--- config.mk ---
export PLATFORM = sky130hd
export DESIGN_NAME = kamikaze_wb_ctrl_flat
export DESIGN_NICKNAME = d
export VERILOG_FILES = /design/src/rtl/kamikaze_pkg.sv /design/src/rtl/kamikaze_wb_ctrl_if.sv /design/src/rtl/kamikaze_rr_arb2.sv /design/src/rtl/kamikaze_wb_ctrl.sv /design/src/flat_wrapper.sv
export SDC_FILE = /design/constraint.sdc
export NUM_CORES = 1
export LEC_CHECK = 0
export BUFFER_PORTS_ARGS = -buffer_cell sky130_fd_sc_hd__buf_2
export CAP_MARGIN = 20
export CORE_MARGIN = 3
export CORE_UTILIZATION = 41
export CTS_BUF_LIST = sky130_fd_sc_hd__clkbuf_4 sky130_fd_sc_hd__clkbuf_8
export CTS_CLUSTER_SIZE = 30
export DETAILED_ROUTE_END_ITERATION = 12
export GPL_ROUTABILITY_DRIVEN = 0
export PLACE_DENSITY_LB_ADDON = 0.2
export SKIP_LAST_GASP = 1
export SYNTH_ARGS = -nofsm -noshare
export SYNTH_HDL_FRONTEND = slang
export SYNTH_SLANG_ARGS = --single-unit
export TNS_END_PERCENT = 10
--- constraint.sdc ---
create_clock -name clk_i -period 2.1 [get_ports clk_i]
set_input_delay 0.105 -clock clk_i [delete_from_list [all_inputs] [get_ports clk_i]]
set_output_delay 0.105 -clock clk_i [all_outputs]
set_load 0.05 [all_outputs]
--- src/rtl/kamikaze_pkg.sv ---
// kamikaze_pkg: write-back widths, register constants and the request type
package kamikaze_pkg;
    localparam int XLEN = 32;
    localparam int NREG = 32;
    localparam int REG_AW = 5;
    localparam logic [REG_AW-1:0] REG_ZERO = 5'd0;

    typedef struct packed {
        logic              valid;
        logic [REG_AW-1:0] rd;
        logic [XLEN-1:0]   data;
    } wb_req_t;

    // One-hot scoreboard bit for a register; x0 never maps to a bit
    function automatic logic [NREG-1:0] reg_mask(input logic [REG_AW-1:0] r);
        return (NREG'(1) << r) & ~NREG'(1);
    endfunction
endpackage

--- src/rtl/kamikaze_wb_ctrl_if.sv ---
// kamikaze_wb_ctrl_if: issue, write-back request and register-file port bundle
interface kamikaze_wb_ctrl_if;
    import kamikaze_pkg::*;
    logic              iss_valid_i;
    logic [REG_AW-1:0] iss_rd_i;
    logic              iss_rd_we_i;
    logic [REG_AW-1:0] iss_rs1_i;
    logic [REG_AW-1:0] iss_rs2_i;
    logic              hazard_o;
    logic              req0_valid_i;
    logic [REG_AW-1:0] req0_rd_i;
    logic [XLEN-1:0]   req0_data_i;
    logic              req0_ready_o;
    logic              req1_valid_i;
    logic [REG_AW-1:0] req1_rd_i;
    logic [XLEN-1:0]   req1_data_i;
    logic              req1_ready_o;
    logic [REG_AW-1:0] rf_waddr_o;
    logic [XLEN-1:0]   rf_wdata_o;
    logic              rf_we_o;
    logic [NREG-1:0]   busy_o;

    modport master (
        output iss_valid_i, iss_rd_i, iss_rd_we_i, iss_rs1_i, iss_rs2_i,
        output req0_valid_i, req0_rd_i, req0_data_i,
        output req1_valid_i, req1_rd_i, req1_data_i,
        input  hazard_o, req0_ready_o, req1_ready_o,
        input  rf_waddr_o, rf_wdata_o, rf_we_o, busy_o
    );

    modport slave (
        input  iss_valid_i, iss_rd_i, iss_rd_we_i, iss_rs1_i, iss_rs2_i,
        input  req0_valid_i, req0_rd_i, req0_data_i,
        input  req1_valid_i, req1_rd_i, req1_data_i,
        output hazard_o, req0_ready_o, req1_ready_o,
        output rf_waddr_o, rf_wdata_o, rf_we_o, busy_o
    );
endinterface

--- src/rtl/kamikaze_rr_arb2.sv ---
// kamikaze_rr_arb2: two-way round-robin arbiter; the loser has priority next cycle
module kamikaze_rr_arb2 (
    input  logic       clk_i,
    input  logic       rst_i,
    input  logic [1:0] req_i,
    output logic [1:0] gnt_o
);
    logic rr_ptr_q;
    logic rr_ptr_d;
    logic g0;
    logic g1;

    assign g0 = req_i[0] & (~req_i[1] | ~rr_ptr_q);
    assign g1 = req_i[1] & (~req_i[0] | rr_ptr_q);
    assign gnt_o = {g1, g0};
    assign rr_ptr_d = (g0 | g1) ? g0 : rr_ptr_q;

    always_ff @(posedge clk_i) begin
        rr_ptr_q <= rst_i ? 1'b0 : rr_ptr_d;
    end
endmodule

--- src/rtl/kamikaze_wb_ctrl.sv ---
// kamikaze_wb_ctrl: shares the register-file write port and tracks pending destinations
module kamikaze_wb_ctrl
    import kamikaze_pkg::*;
(
    input  logic               clk_i,
    input  logic               rst_i,
    kamikaze_wb_ctrl_if.slave  bus
);
    wb_req_t         req0;
    wb_req_t         req1;
    wb_req_t         win;
    logic [1:0]      gnt;
    logic [NREG-1:0] busy_q;
    logic [NREG-1:0] busy_d;
    logic [NREG-1:0] clr;
    logic [NREG-1:0] set;
    logic            hazard;

    assign req0 = '{valid: bus.req0_valid_i, rd: bus.req0_rd_i, data: bus.req0_data_i};
    assign req1 = '{valid: bus.req1_valid_i, rd: bus.req1_rd_i, data: bus.req1_data_i};

    kamikaze_rr_arb2 u_arb (
        .clk_i (clk_i),
        .rst_i (rst_i),
        .req_i ({req1.valid, req0.valid}),
        .gnt_o (gnt)
    );

    // No bypass: a register written this cycle still stalls until the next one
    always_comb begin
        win    = gnt[1] ? req1 : gnt[0] ? req0 : '0;
        hazard = busy_q[bus.iss_rs1_i] | busy_q[bus.iss_rs2_i] | (bus.iss_rd_we_i & busy_q[bus.iss_rd_i]);
        clr    = win.valid ? reg_mask(win.rd) : '0;
        set    = (bus.iss_valid_i & ~hazard & bus.iss_rd_we_i) ? reg_mask(bus.iss_rd_i) : '0;
        busy_d = (busy_q & ~clr) | set;
    end

    always_ff @(posedge clk_i) begin
        busy_q <= rst_i ? '0 : busy_d;
    end

    assign bus.hazard_o     = hazard;
    assign bus.req0_ready_o = gnt[0];
    assign bus.req1_ready_o = gnt[1];
    assign bus.rf_waddr_o   = win.rd;
    assign bus.rf_wdata_o   = win.data;
    assign bus.rf_we_o      = win.valid & (win.rd != REG_ZERO);
    assign bus.busy_o       = busy_q;
endmodule

--- src/flat_wrapper.sv ---
// flat-port wrapper written by rule: the top's interface ports become plain ports
module kamikaze_wb_ctrl_flat import kamikaze_pkg::*;
  (clk_i, rst_i, bus_iss_valid_i, bus_iss_rd_i, bus_iss_rd_we_i, bus_iss_rs1_i, bus_iss_rs2_i, bus_req0_valid_i, bus_req0_rd_i, bus_req0_data_i, bus_req1_valid_i, bus_req1_rd_i, bus_req1_data_i, bus_hazard_o, bus_req0_ready_o, bus_req1_ready_o, bus_rf_waddr_o, bus_rf_wdata_o, bus_rf_we_o, bus_busy_o);
  kamikaze_wb_ctrl_if bus_i ();
  input  logic clk_i;
  input  logic rst_i;
  input wire logic [$bits(bus_i.iss_valid_i)-1:0] bus_iss_valid_i;
  input wire logic [$bits(bus_i.iss_rd_i)-1:0] bus_iss_rd_i;
  input wire logic [$bits(bus_i.iss_rd_we_i)-1:0] bus_iss_rd_we_i;
  input wire logic [$bits(bus_i.iss_rs1_i)-1:0] bus_iss_rs1_i;
  input wire logic [$bits(bus_i.iss_rs2_i)-1:0] bus_iss_rs2_i;
  input wire logic [$bits(bus_i.req0_valid_i)-1:0] bus_req0_valid_i;
  input wire logic [$bits(bus_i.req0_rd_i)-1:0] bus_req0_rd_i;
  input wire logic [$bits(bus_i.req0_data_i)-1:0] bus_req0_data_i;
  input wire logic [$bits(bus_i.req1_valid_i)-1:0] bus_req1_valid_i;
  input wire logic [$bits(bus_i.req1_rd_i)-1:0] bus_req1_rd_i;
  input wire logic [$bits(bus_i.req1_data_i)-1:0] bus_req1_data_i;
  output wire logic [$bits(bus_i.hazard_o)-1:0] bus_hazard_o;
  output wire logic [$bits(bus_i.req0_ready_o)-1:0] bus_req0_ready_o;
  output wire logic [$bits(bus_i.req1_ready_o)-1:0] bus_req1_ready_o;
  output wire logic [$bits(bus_i.rf_waddr_o)-1:0] bus_rf_waddr_o;
  output wire logic [$bits(bus_i.rf_wdata_o)-1:0] bus_rf_wdata_o;
  output wire logic [$bits(bus_i.rf_we_o)-1:0] bus_rf_we_o;
  output wire logic [$bits(bus_i.busy_o)-1:0] bus_busy_o;
  assign bus_i.iss_valid_i = bus_iss_valid_i;
  assign bus_i.iss_rd_i = bus_iss_rd_i;
  assign bus_i.iss_rd_we_i = bus_iss_rd_we_i;
  assign bus_i.iss_rs1_i = bus_iss_rs1_i;
  assign bus_i.iss_rs2_i = bus_iss_rs2_i;
  assign bus_i.req0_valid_i = bus_req0_valid_i;
  assign bus_i.req0_rd_i = bus_req0_rd_i;
  assign bus_i.req0_data_i = bus_req0_data_i;
  assign bus_i.req1_valid_i = bus_req1_valid_i;
  assign bus_i.req1_rd_i = bus_req1_rd_i;
  assign bus_i.req1_data_i = bus_req1_data_i;
  assign bus_hazard_o = bus_i.hazard_o;
  assign bus_req0_ready_o = bus_i.req0_ready_o;
  assign bus_req1_ready_o = bus_i.req1_ready_o;
  assign bus_rf_waddr_o = bus_i.rf_waddr_o;
  assign bus_rf_wdata_o = bus_i.rf_wdata_o;
  assign bus_rf_we_o = bus_i.rf_we_o;
  assign bus_busy_o = bus_i.busy_o;
  kamikaze_wb_ctrl u_core (.clk_i(clk_i), .rst_i(rst_i), .bus(bus_i));
endmodule
Yosys cells after proc, flatten, opt, wreduce, memory -nomap -nowiden --
Cells that the tools add are included.
Word-level totals: flip-flop bits (word level) 33, output and inout bits 73, word-level logic and storage cells 36
Cells by class: $lt $le $gt $ge 3, shift-type cells 2, mux-type cells 10, bitwise logic cells 18, reductions and logical operators 1
Operator list (count):
- 2-to-1 mux 38 bit | 2
- 2-to-1 mux 32 bit | 2
- left shift 1 x 5 -> 32 bit, first input constant | 2
- AND 32 bit | 1
- inverter 32 bit | 1
- OR 32 bit | 1
- < comparator 5 x 6 -> 1 bit, second input constant | 3
- binary-select mux 1 bit (select 5 bit) | 3
- AND 1 bit | 6
- OR 1 bit | 5
- nonzero test 5 bit | 1
- inverter 1 bit | 4
- 2-to-1 mux 1 bit | 3

Longest topological paths before layout --
Gate-level depths: netlist (run 1).
depth after elaboration 10, depth in mapped cells 8, depth with buffers taken out 6

Hierarchy --
Synthesis (run 1) repeated with hierarchy kept, for this count alone.
Unflattened totals: cells, all modules 363, area, all modules 3012.9 µm²
By module, submodules not included:
- kamikaze_wb_ctrl | instances 1, cells each 355, area an instance 2939.1 µm², seq. area each 620.6 µm²
- kamikaze_rr_arb2 | instances 1, cells each 8, area an instance 73.8 µm², seq. area each 20.0 µm²

Worst setup path before layout (run 1) --
Ideal clock, no wire load.
path type reg-to-output, start point register u_core.busy_q[21] (netlist: u_core.bus.busy_o[21]), end point output port bus_hazard_o, arrival 2.171 ns, setup slack -0.176 ns, stages on the path, launching flop included 7, path buffers 1, cells stage by stage dfxtp_1 mux4_1 o32ai_1 o21ai_1 a211o_4 buf_6 a21o_1
On the way: longest elaborated chain between the ends 4
Ends and longest elaborated chain:
- from (decl) | line kamikaze_wb_ctrl.sv:13 | logic [NREG-1:0] busy_q;
- from (signal assigned) | line kamikaze_wb_ctrl.sv:39 | busy_q <= rst_i ? '0 : busy_d;
- binary-select mux 1 bit (select 5 bit) | line kamikaze_wb_ctrl.sv:32 | hazard = busy_q[bus.iss_rs1_i] | busy_q[bus.iss_rs2_i] | (bus.iss_rd_we_i & busy_q[bus.iss_rd_i]);
- 2-to-1 mux 1 bit (not written as such) | line kamikaze_wb_ctrl.sv:32
- OR 1 bit / AND 1 bit (equally long branches) | line kamikaze_wb_ctrl.sv:32
- OR 1 bit * | line kamikaze_wb_ctrl.sv:32
- to (decl) | line flat_wrapper.sv:18 | output wire logic [$bits(bus_i.hazard_o)-1:0] bus_hazard_o;
Every way passes the cells marked *; elsewhere a longest branch is shown, timed or not. The select of a mux whose other input is x is not followed.

Worst setup path after layout (run 1) --
start point register u_core.busy_q[25] (netlist: u_core.bus.busy_o[25]), end point output port bus_hazard_o
The elaborated chain is that of the path after synthesis.

==> results of run 1 <==
[per-layer routing]
metal,GRT usage,routed length [um],vias to the layer above
met5,0,0,-
met3,0.0754,1120,37
met4,0.107,302,0
li1,-,-,1594
met2,0.468,5590,238
met1,0.387,4660,1726
[synth_stat cells, types with 2 or more instances]
library cell / number
nor2b_1: 37
a22o_1: 32
dfxtp_1: 32
o21ai_0: 32
o41ai_1: 29
clkbuf_1: 23
mux4_2: 15
nand2_1: 11
nand3_1: 10
nand2b_1: 7
mux2i_1: 6
mux4_1: 6
inv_1: 5
nor2_1: 5
or3_1: 5
a32oi_1: 4
buf_6: 4
mux2_2: 4
buf_2: 3
nand3b_1: 3
o31ai_1: 3
a221oi_1: 2
a22oi_1: 2
a32o_1: 2
nand4_1: 2
o32ai_1: 2
[final timing paths]
kind,endpoint,from
setup / recovery,bus_hazard_o,u_core.bus.busy_o[25]
hold / removal,u_core.u_arb.rr_ptr_q,bus_req1_valid_i
setup reg to reg,u_core.bus.busy_o[9],u_core.bus.busy_o[25]
hold reg to reg,u_core.u_arb.rr_ptr_q,u_core.u_arb.rr_ptr_q
[worst register-to-register path: cells and delay by family, from the launching register on]
kind / cells / cell delay [ns]
buffers and inverters: 1 / 0.15
AO/OA/AOI/OAI: 4 / 1.24
multiplexers: 1 / 0.46
flip-flops: 1 / 0.36
[sequential cells by signal, summed over array words and instances (netlist names)]
signal and cells:
u_core.bus.busy_o 31, u_core.u_arb.rr_ptr_q 1
[cell usage in the layout, fill, tap and decap left out, types with 4 or more instances in the layout]
master    count
a22o_1       32
buf_2       165
buf_4        43
clkbuf_8      5
dfxtp_1       4
dfxtp_2      19
dfxtp_4       9
inv_1         5
mux2_2        4
mux2i_1       6
mux4_1        4
mux4_2       17
nand2_1      11
nand2b_1      7
nand3_1      10
nor2_1        5
nor2b_1      37
o21ai_0      32
o41ai_1      22
o41ai_2       4
or3_1         5
[report_power, final]
group	switching, mW	internal [mW]
Sequential	0.00502	0.600
Clock	0.228	0.258
Combinational	0.568	0.276
[layout make-up]
| class | instances | area, um2 |
|---|---|---|
| multi-input combinational | 234 | 2130 |
| sequential | 32 | 698 |
| fill | 541 | 2280 |
| clock buffer | 7 | 83.8 |
| clock inverter | 1 | 5.00 |
| tap | 77 | 96.3 |
| timing repair buffer | 211 | 1190 |
| inverter | 5 | 18.8 |
[kinds of logic (layout without fill, tap and decap cells)]
family                 count (synthesis)  in the layout  synth area share
AO/OA/AOI/OAI                        116            117             0.317
buffers and inverters                 37            224            0.0630
flip-flops                            32             32             0.229
multiplexers                          31             31             0.214
other                                  1              1           0.00134
AND/OR/NAND/NOR                       85             85             0.176
[through the flow]
| step | setup TNS, ns | util | power, mW | instances |
|---|---|---|---|---|
| floorplan | -0.124 | - | 1.15 | 302 |
| global placement | -0.671 | 0.603 | 1.39 | 550 |
| detailed placement | -1.16 | 0.603 | 1.39 | 550 |
| CTS | -5.90 | 0.638 | 1.92 | 566 |
| global route | -7.52 | 0.649 | 2.01 | 567 |
| finish | -4.82 | 0.649 | 1.94 | 567 |
[timing repair]
action / CTS / global route
gates resized for setup: 13 / 10
pin swaps: 6 / 7
endpoints found under the setup margin: 33 / 37
gates cloned: 2 / 0
buffers inserted: 6 / 1
==> Flow_metrics.wiki, run 1 <==
{| class="wikitable"
! Metric !! Value
|-
| CTS max path bufs || 2
|-
| Slowest stage delay, CP || 0.46 ns
|-
| Clock Sink Count || 32
|-
| Post-synthesis area per instance || 9.27 um2
|-
| Setup repair after global routing missed its margin || yes
|-
| Maximum fanout along the worst path || 6
|-
| Routed Wire Length || 11700 um
|-
| Crit Path Category || flop to output pin
|-
| Buffers plus inverters on the worst setup path || 1
|-
| Initial cell density of the core || 0.431
|-
| Mapped cell area || 2800 um2
|-
| Pins Over Slew Limit || 0
|-
| Cell types occupying the most area after synthesis || dfxtp_1 (23%), mux4_2 (12%), a22o_1 (10%), o41ai_1 (9.1%), nor2b_1 (8.3%)
|-
| Post-synth EDFFs || 0
|-
| Boundary pin count || 168
|-
| Number of cells on the worst reg-to-reg path || 6
|-
| # H-tree levels || 2
|-
| Initial antenna violation count || 0
|-
| Violations in the final reports || setup timing
|-
| Share of the synthesized area in the top cell type || 0.229
|-
| Worst-case headroom to the max-slew limit || 0.661
|-
| Buffers on Ports || 166
|-
| Layout Area Growth over Synthesis || 50.6%
|-
| Final antenna-violating net count || 0
|-
| CP top delay family || compound AO/OA/AOI/OAI gates
|-
| Net count of the finished layout || 584
|-
| Total of endpoints with negative setup slack in the final report || 33
|-
| Classification of the worst-slack hold path || input port to flop
|-
| Clock tree from TritonCTS || done
|-
| Setup slack on the worst flop-to-flop path || -0.22 ns
|-
| Minimum clock period || 2.33 ns
|-
| Slew of the pin with the lowest slew margin || 0.503 ns
|-
| Clk slew on worst S/H paths || 0.07 ns
|-
| Number of optimization iterations in the first detailed-route pass || 4
|-
| Ys flop type || dfxtp_1
|-
| Number of synthesis warnings || 0
|-
| Max frequency || 429 MHz
|-
| Total grt overflow || 0
|-
| Synth Net Count || 397
|-
| Die footprint || 7860 um2
|-
| Root buffer cell || clkbuf_8
|-
| Cell accounting for the most synthesized area || dfxtp_1
|-
| Hold-fix buffers at CTS || 0
|-
| Die span in y || 88.6 um
|-
| Die Width || 88.6 um
|-
| IR drop worst, VDD || 0.256 mV
|-
| Area of the placeable core || 6490 um2
|-
| Count of vias placed by the detailed router || 3595
|-
| Ratio of cells with drive above 1 in the final layout || 0.584
|-
| Placement-stage cell area || 3920 um2
|-
| Final routed DRC violation total || 0
|-
| Global-route wire length before repair || 17700 um
|-
| Final clock skew || 0.0107 ns
|-
| Max-cap viol count || 0
|-
| WL/cell || 20.6 um
|-
| Async SR Flop Fraction || 0
|-
| Number of vias per cell || 6.34
|-
| Pwr dens || 459 nW/um2
|-
| Clock network latency to the later pin of the worst-skew pair || 0.29 ns
|-
| Maximum number of pins on one net before global-route repair || 34
|-
| Number of buffers created by CTS || 5
|-
| Instance count of the mapped netlist || 302
|-
| Hold-critical path depth || 3
|-
| Half-perimeter wire length after detailed placement || 8660 um
|-
| Count of unique library cells instantiated by Yosys || 42
|-
| Final worst-path cycle share || 1.11
|-
| Global routing usage summed across all routing layers || 0.295
|-
| Sequential share of the synthesized area || 0.229
|-
| Leakage power || 2.05 nW
|-
| CP arrival || 2.23 ns
|-
| Post-Place Worst Slack || -0.221 ns
|-
| Run status || complete, but fails checks
|-
| CP endpoint kind || output pin
|-
| Cell count along the critical path || 6
|-
| WHS || 0.214 ns
|-
| Required @ worst endpoint || 2.00 ns
|-
| Design Area, Final || 4220 um2
|-
| Max stage delay cell, worst path || mux4_2
|-
| Number of core rows || 29
|-
| Worst setup slack after layout || -0.231 ns
|-
| Cell chain of the critical path || mux4_2 -> o32ai_2 -> o21ai_2 -> a211o_4 -> a21o_4 -> buf_8
|-
| Initial DRC Count || 299
|-
| Number of global-route vias before repair || 3466
|-
| Endpoints failing hold || 0
|-
| Critical Path Start Type || flop
|-
| Diode count || 0
|-
| Number of synthesized register bits || 32
|}
Power figures use the tool's default switching activity.
==> inputs of run 2 (changes only) <==
- RECOVER_POWER: not set -> 50
==> run 2 against run 1 <==
The run still ends with setup timing left. Combinational power about the same. Clock skew up 0.00074 ns. Sequential share of layout area about the same. Clock power about the same. Critical path depth unchanged. Critical path type unchanged. Power about the same. Cell count unchanged. Non-clock buffer count unchanged. Via count up 0.39%. Maximum frequency about the same. Wire length down 0.26%.
==> Flow_metrics.wiki, run 2 (synthesis gave the netlist of run 1 again) <==
{| class="wikitable"
! Metric !! Value
|-
| Commonest cells after routing, fill and taps aside || buf_2 (162), buf_4 (43), nor2b_1 (37)
|-
| Critical Path Start Type || flop
|-
| Maximum fanout along the worst path || 6 (unchanged)
|-
| Half-perimeter wire length after detailed placement || 8660 um (unchanged)
|-
| Final routed DRC violation total || 0 (unchanged)
|-
| Leakage power || 2.04 nW (-0.64%)
|-
| Minimum clock period || 2.33 ns (+0.00114 ns)
|-
| Initial cell density of the core || 0.431 (unchanged)
|-
| Number of buffers created by CTS || 5 (unchanged)
|-
| Count of vias placed by the detailed router || 3609 (+0.39%)
|-
| Net count of the finished layout || 584 (unchanged)
|-
| Worst setup path endpoint || bus_hazard_o
|-
| Final clock skew || 0.0115 ns (+0.000744 ns)
|-
| Ratio of cells with drive above 1 in the final layout || 0.578 (-0.00612)
|-
| Area of the placeable core || 6490 um2 (unchanged)
|-
| Worst-case headroom to the max-slew limit || 0.593 (-0.0681)
|-
| Number of cells on the worst reg-to-reg path || 6 (unchanged)
|-
| # placed instances || 550 (unchanged)
|-
| Final antenna-violating net count || 0 (unchanged)
|-
| Clock tree from TritonCTS || done
|-
| Critical R2R Launch || u_core.bus.busy_o[25]
|-
| Core utilization of the finished layout || 0.649 (about the same)
|-
| Run status || complete, but fails checks
|-
| Worst setup slack after layout || -0.232 ns (-0.00114 ns)
|-
| Die Width || 88.6 um (unchanged)
|-
| CTS max path bufs || 2 (unchanged)
|-
| Layout Area Growth over Synthesis || 50.4% (about the same)
|-
| Diode count || 0 (unchanged)
|-
| Slew of the pin with the lowest slew margin || 0.613 ns (+0.110 ns)
|-
| Endpoints failing hold || 0 (unchanged)
|-
| End of the worst register-to-register path || u_core.bus.busy_o[9]
|-
| Critical Path Source || u_core.bus.busy_o[25]
|-
| Number of vias per cell || 6.37 (+0.39%)
|-
| Classification of the worst-slack hold path || input port to flop
|-
| Global routing usage summed across all routing layers || 0.295 (unchanged)
|-
| Number of global-route vias before repair || 3466 (unchanged)
|-
| Final worst-path cycle share || 1.11 (about the same)
|-
| Clk slew on worst S/H paths || 0.07 ns (about the same)
|-
| Total grt overflow || 0 (unchanged)
|-
| Required @ worst endpoint || 2.00 ns (about the same)
|-
| Overall power after layout || 1.93 mW (about the same)
|-
| Max frequency || 429 MHz (about the same)
|-
| # H-tree levels || 2 (unchanged)
|-
| Setup slack on the worst flop-to-flop path || -0.22 ns (about the same)
|-
| Pins Over Slew Limit || 0 (unchanged)
|-
| Hold-fix buffers at CTS || 0 (unchanged)
|-
| Max FFs per register || 31 (unchanged)
|-
| Root buffer cell || clkbuf_8
|-
| CP endpoint kind || output pin
|-
| Setup repair after global routing missed its margin || yes
|-
| Number of optimization iterations in the first detailed-route pass || 5 (+1)
|-
| Total of endpoints with negative setup slack in the final report || 33 (unchanged)
|-
| Die footprint || 7860 um2 (unchanged)
|-
| Crit Path Category || flop to output pin
|-
| Maximum number of pins on one net before global-route repair || 34 (unchanged)
|-
| Total Negative Setup Slacks || -4.81 ns (+0.0133 ns)
|-
| Clock Sink Count || 32 (unchanged)
|-
| CP arrival || 2.23 ns (about the same)
|-
| Post-layout instance count excluding filler cells || 567 (unchanged)
|-
| Die span in y || 88.6 um (unchanged)
|-
| WL/cell || 20.5 um (-0.26%)
|-
| Most common library cell in the layout ignoring fill and taps || buf_2
|-
| Initial DRC Count || 295 (-1.3%)
|-
| Pwr dens || 459 nW/um2 (about the same)
|-
| Violations in the final reports || setup timing
|-
| Global-route wire length before repair || 17700 um (unchanged)
|-
| IR drop worst, VDD || 0.256 mV (about the same)
|-
| Boundary pin count || 168 (unchanged)
|-
| Initial antenna violation count || 0 (unchanged)
|-
| Buffers on Ports || 166 (unchanged)
|-
| Max-cap viol count || 0 (unchanged)
|-
| Number of core rows || 29 (unchanged)
|-
| Routed Wire Length || 11600 um (-0.26%)
|-
| Clock network latency to the later pin of the worst-skew pair || 0.29 ns (about the same)
|}
==> run 2: cell types whose count changed in the layout (fill, tap and decap cells not counted), sizes merged <==
| cell | previous run | this run |
|---|---|---|
| buf | 211 | 208 |
| clkbuf | 7 | 10 |
==> run 2: per-stage QoR <==
| stage | setup slack (ns) | hold slack (ns) | area, um2 |
|---|---|---|---|
| 3_3_place_gp | -0.155 | 0.480 | 3920 |
| 5_1_grt | -0.292 | 0.250 | 4210 |
| 4_1_cts | -0.247 | 0.204 | 4150 |
| 2_1_floorplan | -0.00507 | 0.308 | 2870 |
| 6_report | -0.232 | 0.214 | 4210 |
| 3_5_place_dp | -0.221 | 0.489 | 3920 |
==> run 2: critical path, stage by stage (launching register included) <==
cell	delay, ns
dfxtp_4	0.36
mux4_2	0.46
o32ai_2	0.29
o21ai_2	0.10
a211o_4	0.38
a21o_4	0.20
buf_8	0.14
==> run 2: where the power goes <==
part	switching (mW)	total, mW	internal [mW]
Clock	0.228	0.486	0.258
Combinational	0.568	0.843	0.276
Sequential	0.00501	0.605	0.600
Total	0.800	1.93	1.13
==> run 2: metal layers <==
| metal | vias up | GRT usage | part of all wire |
|---|---|---|---|
| met5 | - | 0 | 0 |
| met4 | 0 | 0.107 | 0.028 |
| met3 | 41 | 0.0754 | 0.093 |
| met2 | 233 | 0.468 | 0.48 |
| met1 | 1740 | 0.387 | 0.40 |
| li1 | 1595 | - | - |
==> run 2: worst min path at each step <==
| stage | depth (start not counted) | slack [ns] | endpoint | start |
|---|---|---|---|---|
| floorplan | 2 | 0.31 | u_core.bus.busy_o[17] | rst_i |
| global placement | 2 | 0.48 | u_core.u_arb.rr_ptr_q | u_core.u_arb.rr_ptr_q |
| detailed placement | 2 | 0.49 | u_core.u_arb.rr_ptr_q | u_core.u_arb.rr_ptr_q |
| CTS | 3 | 0.20 | u_core.u_arb.rr_ptr_q | bus_req1_valid_i |
| global route | 3 | 0.25 | u_core.u_arb.rr_ptr_q | bus_req1_valid_i |
| finish | 3 | 0.21 | u_core.u_arb.rr_ptr_q | bus_req1_valid_i |
==> run 2: area by class of cell <==
cell class | count | area, um2
Clock buffer | 7 | 83.8
Clock inverter | 1 | 5.00
Fill cell | 544 | 2280
Inverter | 5 | 18.8
Multi-Input combinational cell | 234 | 2130
Sequential cell | 32 | 698
Tap cell | 77 | 96.3
Timing Repair Buffer | 211 | 1180
==> run 2: what timing repair did <==
item | CTS | global route
gates cloned | 2 | 0
gates resized for setup | 13 | 10
pin swaps | 6 | 7
setup endpoints to repair | 33 | 37
buffers inserted | 6 | 1
